File: config.mk
export PLATFORM = sky130hd
export DESIGN_NAME = cond_logic
export DESIGN_NICKNAME = d
export VERILOG_FILES = /design/src/rtl/cond_logic.sv
export SDC_FILE = /design/constraint.sdc
export NUM_CORES = 1
export LEC_CHECK = 0
export ABC_AREA = 1
export BUFFER_PORTS_ARGS = -buffer_cell sky130_fd_sc_hd__clkbuf_2
export CAP_MARGIN = 5
export CORE_AREA = 2 2 39 41
export DETAILED_ROUTE_END_ITERATION = 16
export DIE_AREA = 0 0 41 43
export SLEW_MARGIN = 20
export SYNTH_ARGS = -nofsm -noshare
export SYNTH_HDL_FRONTEND = slang
export SYNTH_SLANG_ARGS = --single-unit
File: constraint.sdc
create_clock -name clk -period 3.7 [get_ports clk]
set_clock_uncertainty 0.15 [all_clocks]
set_input_delay 0.74 -clock clk [delete_from_list [all_inputs] [get_ports clk]]
set_output_delay 0.74 -clock clk [all_outputs]
set_load 0.02 [all_outputs]
File: src/rtl/cond_logic.sv
// Condition-check stage after the ALU: holds the NZCV status register,
// evaluates the ARM condition field and gates the decoder's write strobes.
module cond_logic #(
    parameter logic [3:0] FLAG_RESET   = 4'b0000,
    parameter bit         COND_NV_EXEC = 1'b1
) (
    input  logic       clk,
    input  logic       rst_n,
    input  logic [3:0] Cond,
    input  logic [3:0] ALUFlags,
    input  logic [1:0] FlagW,
    input  logic       PCS,
    input  logic       RegW,
    input  logic       MemW,
    input  logic       NoWrite,
    input  logic       Stall,
    output logic [3:0] Flags,
    output logic       CondEx,
    output logic       PCSrc,
    output logic       RegWrite,
    output logic       MemWrite
);

    logic [3:0] r_flags;
    logic       w_n;
    logic       w_z;
    logic       w_c;
    logic       w_v;
    logic       w_ge;
    logic       w_condEx;
    logic       w_flagEn;

    assign w_n  = r_flags[3];
    assign w_z  = r_flags[2];
    assign w_c  = r_flags[1];
    assign w_v  = r_flags[0];
    assign w_ge = (w_n == w_v);

    // Evaluated on the registered flags so an instruction never sees its own result.
    always_comb begin
        w_condEx = 1'b0;
        case (Cond)
            4'b0000: w_condEx = w_z;
            4'b0001: w_condEx = ~w_z;
            4'b0010: w_condEx = w_c;
            4'b0011: w_condEx = ~w_c;
            4'b0100: w_condEx = w_n;
            4'b0101: w_condEx = ~w_n;
            4'b0110: w_condEx = w_v;
            4'b0111: w_condEx = ~w_v;
            4'b1000: w_condEx = w_c & ~w_z;
            4'b1001: w_condEx = ~w_c | w_z;
            4'b1010: w_condEx = w_ge;
            4'b1011: w_condEx = ~w_ge;
            4'b1100: w_condEx = ~w_z & w_ge;
            4'b1101: w_condEx = w_z | ~w_ge;
            4'b1110: w_condEx = 1'b1;
            4'b1111: w_condEx = COND_NV_EXEC;
            default: w_condEx = 1'b0;
        endcase
    end

    assign w_flagEn = w_condEx & ~Stall;

    // N,Z and C,V halves update independently; a stalled update is simply re-presented later.
    always_ff @(posedge clk or negedge rst_n) begin
        if (!rst_n) begin
            r_flags <= FLAG_RESET;
        end else begin
            if (w_flagEn && FlagW[1]) begin
                r_flags[3:2] <= ALUFlags[3:2];
            end
            if (w_flagEn && FlagW[0]) begin
                r_flags[1:0] <= ALUFlags[1:0];
            end
        end
    end

    assign Flags    = r_flags;
    assign CondEx   = w_condEx;
    assign PCSrc    = PCS & w_condEx;
    assign RegWrite = RegW & w_condEx & ~NoWrite;
    assign MemWrite = MemW & w_condEx;

endmodule

==> reports/qor.txt, run 1 <==
leakage power -> 0.362 nW
placer congestion estimate -> 0.735
power share of the combinational group -> 56.5%
CP startpoint -> Cond[2]
Maximum Capacitance Violations -> 0
Reg power frac -> 26.9%
Die Y -> 43 microns
setup TNS -> 0 ns
Slew headroom -> 84.0%
Synth cell types -> 16
worst hold path class -> primary input to asynchronous set/reset pin
vias per cell -> 4.74
total setup violations reported at the end of the flow -> 0
Clock Sinks -> 4
grt total ovfl -> 0
Post-DRT Antenna Nets -> 0
number of synthesized register bits -> 4
Achievable Freq -> 0.354 GHz
Final Hold Fails -> 0
switching share of power -> 49.5%
die extent in x -> 41 microns
WL/cell -> 9.20 microns
critical path endpoint -> RegWrite
drt pass-1 iters -> 4
count of pins over their slew limit -> 0
Peak VDD IR -> 0.000343 V
Ys Warns -> 0
hpwl dp -> 937 microns
CTS Buf Count -> 3
post_cts resized -> 0
status -> finished, final reports clean
Tmin final -> 2.82 ns
DR iter-0 viols -> 12
worst slew pin tran -> 0.239 ns
H-tree Lvls -> 1
crit path setup slack, layout -> 0.876 ns
initial antenna violation count -> 0
routed vias -> 574
final wirelength -> 1110 microns
share of cells above drive strength 1 -> 31.4%
syn avg cell area -> 5.58 sq um
Post-Syn Area -> 435 sq um
internal power -> 0.000165 W
WP data required -> 2.81 ns
Final period util -> 76.3%
die area -> 0.00176 sq mm
DRC -> 0
CORE AREA -> 0.00138 sq mm
sequential fraction of the synthesis area -> 23.0%
setup slack, reg-to-reg -> 2.15 ns
CP arrival -> 1.93 ns
IO Port Bufs -> 24
syn_nets -> 95
CP Launch Type -> primary input
clock share of power -> 16.6%
RR Endpoint -> Flags[0]
clk root buf -> clkbuf_4
PwrDens -> 547 mW/mm^2
CP endpoint kind -> output port
hold_buf cts -> 0
cell count after synthesis -> 78
pin count of the biggest net entering global routing -> 8
Initial Util -> 31.5%
nets -> 124
Net Switching -> 0.000162 W
Area growth syn-to-layout -> 37.4%
Reg2Reg Launch Point -> Flags[3]
Largest register FFs -> 4
row count -> 14
first-pass GRT wire length -> 1750 microns
number of global-route vias before repair -> 467
Tot GR Track Use -> 14.3%
Clk Latency, worst-skew pair -> 0.24 ns
postcts setup bufs -> 0
IO Pins -> 25
RSZ-0062 raised after global routing -> false
critical path type -> primary input to output port
worst r2r path cells -> 9
CTS tree -> yes
clock buffer depth -> 2
CP max FO -> 7
Antenna diodes -> 0
Setup WS pre-CTS -> 0.877 ns
Reg clk slew, reported paths -> 0.04 ns
==> worst max-delay path, cell delays in order <==
cell	delay [ns]
clkbuf_2	0.11
inv_1	0.04
nor2_1	0.18
nand2_1	0.10
a21oi_2	0.16
nor2_2	0.07
a21oi_4	0.22
nand2_1	0.07
nor2_1	0.08
clkbuf_2	0.17
==> cells in the final DEF (no fill, tap or decap) <==
cell and instances:
nand3b_1 2, dfrtp_1 4, nor3_1 1, inv_2 2, clkinv_1 1, a21oi_2 1
o21ai_1 1, nor2_2 2, nand3_1 4, nand2_1 31, nor2_1 9, clkbuf_2 24
inv_1 11, clkbuf_4 3, a21oi_4 1, o211ai_1 1, a21oi_1 1, nand4_1 6
==> synthesized netlist by cell type (all sizes together) <==
master  count  area share, %
a21oi       3            6.9
clkinv      1           0.86
dfrtp       4             23
inv        13             11
nand2      31             27
nand3       4            4.6
nand3b      2            3.4
nand4       6            8.6
nor2       11             11
nor3        1            1.1
o211ai      1            1.7
o21ai       1            1.1
==> kinds of logic after synthesis <==
group / after synthesis / share of synthesized area (%)
and+or+nand+nor: 55 / 55.2
buffers and inverters: 14 / 12.1
AOI/OAI and AO/OA: 5 / 9.77
DFF: 4 / 23.0
==> cell type report <==
class,count,area (sq um)
clock buffers,3,22.5
fillers,159,786
inverters,14,52.6
multi-input cells,60,283
flip-flops and latches,4,100
well taps,16,20.0
repair buffers,24,120
==> metrics by stage <==
| stage | instance area (sq um) | total power (W) | hold WS, ns | cells | utilization (%) |
|---|---|---|---|---|---|
| 2_1_floorplan | 435 | 0.000215 | 0.294 | 78 | - |
| 3_3_place_gp | 576 | 0.000274 | 0.378 | 118 | 41.6 |
| 3_5_place_dp | 576 | 0.000275 | 0.375 | 118 | 41.6 |
| 4_1_cts | 598 | 0.000330 | 0.150 | 121 | 43.2 |
| 5_1_grt | 598 | 0.000360 | 0.148 | 121 | 43.2 |
| 6_report | 598 | 0.000327 | 0.150 | 121 | 43.2 |
==> how the worst min path moves through the flow <==
stage / from / endpoint / slack [ns] / cells after the start
6_report: rst_n / Flags[1] / 0.15 / 1
5_1_grt: rst_n / Flags[3] / 0.15 / 1
2_1_floorplan: rst_n / Flags[0] / 0.29 / 0
4_1_cts: rst_n / Flags[2] / 0.15 / 1
3_5_place_dp: Flags[3] / Flags[3] / 0.37 / 2
3_3_place_gp: Flags[3] / Flags[3] / 0.38 / 2
==> routing by layer <==
metal	track usage, %	wire, microns	vias to the layer above
met3	1.57	61	2
met1	17.3	481	248
met2	23.1	559	20
met4	8.00	10	0
li1	-	-	304
met5	0	0	-
==> power groups by stage <==
stage	Sequential, W	Combinational [W]	Clock, W
after global placement	0.0000888	0.000185	0
final	0.0000880	0.000185	0.0000542
after detailed placement	0.0000889	0.000186	0
after global routing	0.0000923	0.000208	0.0000590
after CTS	0.0000881	0.000187	0.0000554
after floorplan	0.000108	0.000107	0
(Power assumes the default switching activity.)
==> run 2: changes to the inputs <==
--- a/config.mk
+++ b/config.mk
@@ -5,12 +5,13 @@
 export SDC_FILE = /design/constraint.sdc
 export NUM_CORES = 1
 export LEC_CHECK = 0
-export ABC_AREA = 1
+export ABC_AREA = 0
 export BUFFER_PORTS_ARGS = -buffer_cell sky130_fd_sc_hd__clkbuf_2
 export CAP_MARGIN = 5
-export CORE_AREA = 2 2 39 41
+export CORE_MARGIN = 2
+export CORE_UTILIZATION = 40
 export DETAILED_ROUTE_END_ITERATION = 16
-export DIE_AREA = 0 0 41 43
+export PLACE_DENSITY = 0.73
 export SLEW_MARGIN = 20
 export SYNTH_ARGS = -nofsm -noshare
 export SYNTH_HDL_FRONTEND = slang
==> constraint.sdc (replaced) <==
create_clock -name clk -period 2.55 [get_ports clk]
set_clock_uncertainty 0.15 [all_clocks]
set_input_delay 0.51 -clock clk [delete_from_list [all_inputs] [get_ports clk]]
set_output_delay 0.51 -clock clk [all_outputs]
set_load 0.02 [all_outputs]
==> reports/qor.txt, run 2 <==
clock buffer depth -> 2
H-tree Lvls -> 1
footprint of the multi-input gates -> 445 sq um
die area -> 0.00169 sq mm
count of pins over their slew limit -> 0
Clock Sinks -> 4
Clk Latency, worst-skew pair -> 0.23 ns
failing checks -> negative setup slack
crit path setup slack, layout -> -0.0757 ns
Compound-Gate Fraction of Synth Area -> 31.4%
Adder-Cell Fraction of Synth Area -> 0%
CTS tree -> yes
EDFF count, synth -> 0
Simple-Gate Fraction of Synth Area -> 37.0%
nets -> 120
Maximum Capacitance Violations -> 0
routed vias -> 651
leakage power -> 0.408 nW
Die Y -> 41.1 microns
CTS Buf Count -> 3
WP data required -> 1.89 ns
Finished Core Util -> 64.3%
Antenna diodes -> 0
sequential fraction of the synthesis area -> 18.2%
Area growth syn-to-layout -> 52.0%
hpwl dp -> 1140 microns
CP endpoint kind -> output port
design area -> 837 sq um
Ys Warns -> 0
Slew headroom -> 72.2%
Initial Util -> 42.3%
cell taking the most area after synthesis -> dfrtp_1
Post-Syn Area -> 551 sq um
DP Area -> 751 sq um
Synth cell types -> 36
worst-path cell chain -> clkbuf_4, xor2_2, and3_1, o21a_1, o31a_4, and3b_1, clkbuf_8
mux share of post-synthesis cell area -> 1.82%
Synth Flop Type -> dfrtp_1
CP max FO -> 10
critical path type -> primary input to output port
drt pass-1 iters -> 4
worst path buffer plus inverter count -> 2
CP Launch Type -> primary input
CORE AREA -> 0.00130 sq mm
PwrDens -> 831 mW/mm^2
number of global-route vias before repair -> 604
vias per cell -> 5.61
Setup WS pre-CTS -> -0.159 ns
final hold slack -> 0.372 ns
xor-xnor portion of the synthesized cell area -> 6.14%
syn avg cell area -> 8.88 sq um
sequential cell area -> 101 sq um
WL/cell -> 12.5 microns
commonest non-fill, non-tap cell in the layout -> clkbuf_2
pin count of the biggest net entering global routing -> 11
RSZ-0062 raised after global routing -> true
crit-path max cell delay -> 0.34 ns
status -> finished with violations
IO Pins -> 25
row count -> 13
Tot GR Track Use -> 20.8%
total setup violations reported at the end of the flow -> 3
cell count after synthesis -> 62
Final period util -> 103%
share of cells above drive strength 1 -> 56.4%
Slowest-stage cell, CP -> o31a_4
Post-DRT Antenna Nets -> 0
Peak VDD IR -> 0.000367 V
grt total ovfl -> 0
worst slew pin tran -> 0.414 ns
first-pass GRT wire length -> 2300 microns
initial antenna violation count -> 0
Final Hold Fails -> 0
largest family of logic cells by synthesized area -> simple AND/OR/NAND/NOR gates
placer congestion estimate -> 0.824
clk root buf -> clkbuf_4
number of synthesized register bits -> 4
post-synth top area share -> 18.2%
most frequent cells after synthesis -> a21oi_1, dfrtp_1, o21ai_0
Achievable Freq -> 0.381 GHz
fillcell total -> 121
CP arrival -> 1.97 ns
worst hold path class -> primary input to flip-flop
die extent in x -> 41.1 microns
DR iter-0 viols -> 8
Reg clk slew, reported paths -> 0.03 ns
DRC -> 0
CP top delay family -> compound AO/OA/AOI/OAI gates
Tmin final -> 2.63 ns
Largest register FFs -> 4
IO Port Bufs -> 24
syn_nets -> 79
top post-synthesis cells by area -> dfrtp_1, and3_4, a41oi_4
most frequent cells in the layout -> clkbuf_2, buf_4, o21ai_0, a21oi_1, clkbuf_4
FFs w/ async S/R, synth -> 100%
final wirelength -> 1450 microns
-- run 2: cell count changes after synthesis, sizes merged, moves of 3 or more --
cell / delta
nand2: -27
nor2: -9
and3: +5
inv: -11
nand4: -3
o21ai: +4
-- run 2: power by group --
part	total (W)	internal (W)	leakage (nW)	switching, W
Combinational	0.000465	0.000219	0.352	0.000245
Clock	0.0000773	0.0000526	0.0138	0.0000248
Sequential	0.000153	0.0000974	0.0421	0.0000559
Total	0.000695	0.000369	0.408	0.000326
-- run 2: tightest hold or removal path: stages --
cell	delay [ns]
clkbuf_2	0.08
nand2_1	0.05
mux2i_1	0.06
-- run 2: final timing paths --
check                            to        start  cells past startpoint  slack (ns)
setup / recovery           RegWrite      Cond[0]                      7       -0.08
hold / removal             Flags[2]  ALUFlags[2]                      3        0.37
setup reg to reg           Flags[2]     Flags[0]                      7        0.49
hold reg to reg            Flags[1]     Flags[1]                      2        0.56
max in group asynchronous  Flags[0]        rst_n                      2        1.62
min in group asynchronous  Flags[1]        rst_n                      2        0.49
-- run 2: per-stage QoR --
| stage | setup TNS, ns | cells | power [W] |
|---|---|---|---|
| 2_1_floorplan | 0 | 62 | 0.000406 |
| 3_3_place_gp | -0.391 | 110 | 0.000560 |
| 3_5_place_dp | -0.475 | 110 | 0.000565 |
| 4_1_cts | -0.220 | 115 | 0.000690 |
| 5_1_grt | -0.414 | 116 | 0.000750 |
| 6_report | -0.207 | 116 | 0.000695 |
-- run 2: what timing repair did --
item                                   CTS  global route
setup buffers                            1             1
endpoints found under the hold margin    4             0
setup endpoints to repair                4             4
resized for setup                        8             4
pin swaps                                0             0
hold buffers                             1             0
-- run 2: per-layer routing --
metal / track usage, % / part of all wire, % / routed length [microns] / vias to the layer above
met3: 7.07 / 7.6 / 110 / 0
met1: 21.2 / 41 / 600 / 297
met4: 3.23 / 0 / 0 / 0
met5: 0 / 0 / 0 / -
li1: - / - / - / 321
met2: 40.6 / 51 / 742 / 33
-- run 2: final cells by class --
type	count	area share (%)
Multi-Input combinational cell	54	53.2
Timing Repair Buffer	38	28.8
Sequential cell	4	12.1
Clock buffer	3	2.69
Tap cell	15	2.24
Inverter	2	0.897
-- run 2: kinds of logic after synthesis --
kind of cell	after synthesis
buffers and inverters	4
AO/OA/AOI/OAI	21
multiplexers	1
flip-flops	4
XOR/XNOR	3
AND/OR/NAND/NOR	29
